$ cat src/rtl/fwd_hazard_ctrl_pkg.sv
// fwd_hazard_ctrl_pkg: shared forwarding-select encodings, stall FSM states and register width
package fwd_hazard_ctrl_pkg;
  localparam int REG_W = 5;
  localparam logic [1:0] FWD_REG = 2'b00;
  localparam logic [1:0] FWD_EXMEM = 2'b01;
  localparam logic [1:0] FWD_MEMWB = 2'b10;
  typedef enum logic {RUN, STALL} state_t;
endpackage

$ cat src/rtl/fwd_src_sel.sv
// fwd_src_sel: picks the forwarding source for one operand from the EX/MEM destination tags
module fwd_src_sel #(
  parameter int REG_W = fwd_hazard_ctrl_pkg::REG_W
) (
  input  logic [REG_W-1:0] src,
  input  logic             used,
  input  logic             exV,
  input  logic             exRW,
  input  logic [REG_W-1:0] exDst,
  input  logic             memV,
  input  logic             memRW,
  input  logic [REG_W-1:0] memDst,
  output logic [1:0]       sel
);
  import fwd_hazard_ctrl_pkg::*;
  logic exHit, memHit;
  assign exHit = used && exV && exRW && exDst != '0 && exDst == src;
  assign memHit = used && memV && memRW && memDst != '0 && memDst == src;
  assign sel = exHit ? FWD_EXMEM : memHit ? FWD_MEMWB : FWD_REG;
endmodule

$ cat src/rtl/fwd_hazard_ctrl.sv
// fwd_hazard_ctrl: registered EX operand forwarding selects and load-use stall sequencing
module fwd_hazard_ctrl #(
  parameter int LOAD_STALL = 1,
  parameter int REG_W = fwd_hazard_ctrl_pkg::REG_W
) (
  input  logic             Clk,
  input  logic             Reset,
  input  logic             Hold,
  input  logic             Flush,
  input  logic             ID_Valid,
  input  logic [REG_W-1:0] ID_Rs,
  input  logic [REG_W-1:0] ID_Rt,
  input  logic             ID_UsesRs,
  input  logic             ID_UsesRt,
  input  logic             ID_RegWrite,
  input  logic             ID_MemRead,
  input  logic [REG_W-1:0] ID_WriteReg,
  output logic [1:0]       FwdSelA,
  output logic [1:0]       FwdSelB,
  output logic             Stall,
  output logic             Bubble
);
  import fwd_hazard_ctrl_pkg::*;
  state_t state, nextState;
  logic [1:0] cnt, nextCnt, selA, selB;
  logic exV, exRW, exMR, memV, memRW, hazard, issued, startStall;
  logic [REG_W-1:0] exDst, memDst;
  fwd_src_sel #(.REG_W(REG_W)) uSelA (
    .src(ID_Rs), .used(ID_UsesRs), .exV(exV), .exRW(exRW), .exDst(exDst),
    .memV(memV), .memRW(memRW), .memDst(memDst), .sel(selA)
  );
  fwd_src_sel #(.REG_W(REG_W)) uSelB (
    .src(ID_Rt), .used(ID_UsesRt), .exV(exV), .exRW(exRW), .exDst(exDst),
    .memV(memV), .memRW(memRW), .memDst(memDst), .sel(selB)
  );
  assign hazard = state == RUN && exV && exMR && exDst != '0 &&
                  ((ID_UsesRs && ID_Rs == exDst) || (ID_UsesRt && ID_Rt == exDst));
  assign Stall = Reset && !Flush && (hazard || state == STALL);
  assign Bubble = !Reset || Stall || Flush || !ID_Valid;
  assign issued = !Bubble;
  // a single-cycle stall needs no STALL state: the load has moved on to MEM by the next edge
  assign startStall = hazard && LOAD_STALL > 1;
  always_comb begin
    nextState = Flush ? RUN : state == STALL ? (cnt == 2'd1 ? RUN : STALL) : startStall ? STALL : RUN;
    nextCnt = Flush ? 2'd0 : state == STALL ? cnt - 2'd1 : startStall ? 2'(LOAD_STALL - 1) : 2'd0;
  end
  always_ff @(posedge Clk) begin
    if (!Reset) begin
      state <= RUN;
      cnt <= 2'd0;
      exV <= 1'b0;
      exRW <= 1'b0;
      exMR <= 1'b0;
      exDst <= '0;
      memV <= 1'b0;
      memRW <= 1'b0;
      memDst <= '0;
      FwdSelA <= FWD_REG;
      FwdSelB <= FWD_REG;
    end else if (!Hold) begin
      state <= nextState;
      cnt <= nextCnt;
      memV <= exV;
      memRW <= exRW;
      memDst <= exDst;
      exV <= issued;
      exRW <= issued && ID_RegWrite;
      exMR <= issued && ID_MemRead;
      exDst <= issued ? ID_WriteReg : '0;
      FwdSelA <= issued ? selA : FWD_REG;
      FwdSelB <= issued ? selB : FWD_REG;
    end
  end
endmodule

$ cat config.mk
export PLATFORM = sky130hd
export DESIGN_NAME = fwd_hazard_ctrl
export DESIGN_NICKNAME = d
export VERILOG_FILES = /design/src/rtl/fwd_hazard_ctrl_pkg.sv /design/src/rtl/fwd_src_sel.sv /design/src/rtl/fwd_hazard_ctrl.sv
export SDC_FILE = /design/constraint.sdc
export NUM_CORES = 1
export LEC_CHECK = 0
export ABC_AREA = 1
export CAP_MARGIN = 20
export CORE_UTILIZATION = 48
export CTS_CLUSTER_DIAMETER = 120
export DETAILED_ROUTE_END_ITERATION = 10
export MAX_ROUTING_LAYER = met4
export PLACE_DENSITY = 0.83
export SYNTH_ARGS = -nofsm -noshare
export SYNTH_HDL_FRONTEND = slang
export SYNTH_SLANG_ARGS = --single-unit
$ cat constraint.sdc
create_clock -name Clk -period 1.6 [get_ports Clk]
set_input_delay 0.32 -clock Clk [delete_from_list [all_inputs] [get_ports Clk]]
set_output_delay 0.32 -clock Clk [all_outputs]
set_load 0.03 [all_outputs]
==> results.md <==
- Crit Path Max Fanout: 5
- Synth warn: 0
- Placed Area: 1660 um2
- Hold WC Path Type: reg -> reg
- Non-Filler Instances: 276
- DR WL/cell: 11.5 um
- Largest family of logic cells by synthesized area: simple AND/OR/NAND/NOR gates
- Mapped Cells: 197
- Overall via count from detail_route: 1382
- Post-synth top area cell: dfxtp_1
- First-pass GRT wire length: 4740 um
- Leakage: 0.000909 uW
- Final cycle utilization of the critical path: 1.15
- Post-Route Skew: 0.0131 ns
- Ys async rst share: 0
- Vias per cell: 5.01
- Antenna violations before repair: 0
- Setup crit start kind: flop
- Critical-path cell list: inv_4, nand2_1, nand2_1, nor2_2, nand3_2, nand2_2, a21oi_2, nor2_1, buf_4
- Failing checks: negative setup slack
- DRC viols: 0
- Worst-Margin Slew: 0.300 ns
- Top cell type's share of synthesized area: 0.356
- Max Cap Viol: 0
- Crit path arrival time: 1.52 ns
- Layout fillers: 197
- Hold Vio Cnt, Final: 0
- Register area share after synthesis: 0.356
- Routed Antenna Nets: 0
- Final setup viols: 2
- Routed WL: 3170 um
- Synth Area in XOR/XNOR: 0.0495
- CP max stage cell: dfxtp_4
- Mapped Area: 1240 um2
- Switching share of power: 0.259
- Register share of total power: 0.522
- Num CTS Buffers: 3
- Met1 usage: 0.268
- Synth cell types: 21
- Met3 Track Usage GR: 0.0319
- Worst Setup Slack, final: -0.243 ns
- Synthesized Nets: 222
- Multi-input logic area: 669 um2
- RePlAce Congestion: 0.935
- Flop2flop setup slack: 0.13 ns
- Cell family with most CP delay: simple AND/OR/NAND/NOR gates
- Peak supply drop: 0.552 mV
- Post-synthesis sequential element count: 22
- Initial DRT Pass Iterations: 4
- Ant. Diodes: 0
- Cell repeated most along the worst path: nand2_1
- Placed Instances: 267
- Multiplexer area fraction after synthesis: 0
- Top FF cell, synth: dfxtp_1
- Minimum clock period: 1.84 ns
- Die area: 2790 um2
- Rel. slew slack: 0.801
- CP required: 1.28 ns
- I/O pin cnt: 30
- Share of layout cells above drive strength 1: 0.215
- Most frequent cells after synthesis: nand2_1 (47), inv_1 (37), nor2_1 (28)
- Worst skew pair latency: 0.30 ns
- Clock buffer depth: 2
- Combinational fraction of design power: 0.207
- Area grow syn2layout: 44.7%
- Post-synthesis simple-gate area fraction: 0.328
- CTS tree: built
- Total clock sinks: 22
- Net switching power: 285 uW
- Drt initial violations: 30
- Final Max Tran Viols: 0
- Vias in the first global route: 1192
- PD cells: 615 nW/um2
- Design area: 1790 um2
- Hpwl dp: 2310 um
- GR Overflow Total: 0
- Critical path type: reg -> out
- Dpl ws: -0.385 ns
- Adder-cell share of the synthesized area: 0.0101
- Buffers & Inverters on Critical Path: 2
- Clock share of power: 0.271
- RSZ-0062 raised after global routing: true
- Status: complete, but fails checks
- Internal power: 818 uW
- Core footprint: 2450 um2
- Top cells by area, synth: dfxtp_1 (36%), nand2_1 (14%), inv_1 (11%), nor2_1 (8.5%), nand3_1 (4.0%)
- Met2 GRT Util: 0.422
- Root buffer cell: clkbuf_4
- Number of placement rows: 18
- EDFF count, synth: 0
- Post-layout nets: 272
- Initial core utilization: 0.505
- Fmax: 0.542 GHz
- Clock Pin Slew Worst Setup and Hold Paths: 0.12 ns
- Die width: 52.8 um
- Compound-Gate Fraction of Synth Area: 0.114
- Sequential cell area: 454 um2
- Max H-tree Level: 1
- Port buffer count: 29
- Die Y: 52.8 um
- Syn_area_per_cell: 6.29 um2
- Most common cell in the synthesized netlist: nand2_1
- Total GRT Usage: 0.236
- Busiest metal layer after global routing: met2
- CP max stage delay: 0.42 ns
- Largest net degree at the start of global routing: 19
- Critical path endpoint category: output port
## flip-flops by register name, indices dropped and copies added (netlist names), 2 cells and up
name,count
cnt,2
memDst,5
exDst,5
FwdSelA,2
FwdSelB,2
## metrics by stage
stage | power, uW | TNS [ns] | hold WS [ns] | util
global placement | 799 | -3.72 | 0.460 | 0.678
detailed placement | 802 | -3.88 | 0.469 | 0.678
finish | 1100 | -0.450 | 0.482 | 0.730
CTS | 1090 | -0.438 | 0.488 | 0.708
global route | 1150 | -0.664 | 0.529 | 0.730
floorplan | 685 | 0 | 0.448 | -
## worst register-to-register path: cells and delay by family (launching register included)
family        cells  cell delay, ns
buf+inv           3            0.33
flops             1            0.40
simple gates      8            0.71
## power groups by stage
stage | sequential (uW) | clock, uW | combinational, uW
6_report | 576 | 299 | 229
2_1_floorplan | 586 | 0 | 98.9
5_1_grt | 578 | 327 | 249
3_5_place_dp | 591 | 0 | 211
3_3_place_gp | 590 | 0 | 209
4_1_cts | 577 | 301 | 211
## layout by cell type (no fill, tap or decap), drive strengths merged
master / netlist / layout
nand2: 47 / 47
inv: 41 / 41
nor2: 31 / 31
buf: 1 / 22
dfxtp: 22 / 22
dlygate4sd2: 0 / 14
clkdlybuf4s50: 0 / 12
o21ai: 10 / 10
nand3: 10 / 10
a21oi: 9 / 9
o22ai: 6 / 6
xor2: 4 / 4
clkbuf: 3 / 4
xnor2: 3 / 3
nand4: 3 / 3
nand3b: 2 / 2
nor3: 2 / 2
o2111ai: 1 / 1
or2: 1 / 1
ha: 1 / 1
dlymetal6s2s: 0 / 1
## cell type report
class / count / area share
clock buffers: 4 / 0.0202
inverters: 41 / 0.0886
multi-input cells: 130 / 0.373
flip-flops and latches: 22 / 0.253
well taps: 30 / 0.0209
repair buffers: 49 / 0.244
## path summary, 6_finish.rpt
check          endpoint  cells past startpoint     start
max               Stall                      9  exDst[0]
min              cnt[0]                      2    cnt[0]
max reg2reg  FwdSelA[1]                     11  exDst[0]
min reg2reg      cnt[0]                      2    cnt[0]
## logic make-up after synthesis
| kind of cell | after synthesis |
|---|---|
| AO/OA/AOI/OAI | 26 |
| XOR/XNOR | 7 |
| adder cells (fa/ha/maj) | 1 |
| flip-flops | 22 |
| AND/OR/NAND/NOR | 96 |
| buffers and inverters | 45 |
## repair_timing
| action | CTS | global route |
|---|---|---|
| pin swaps | 8 | 9 |
| gates resized for setup | 28 | 12 |
| setup endpoints to repair | 6 | 4 |
| hold buffers | 0 | 0 |
| setup buffers | 3 | 2 |
## routing by layer
metal	wire length [um]	share of wire
met2	1580	0.50
met1	1400	0.44
met5	0	0
met4	65	0.020
met3	127	0.040
Note: power is estimated with default switching activity, not from simulation.
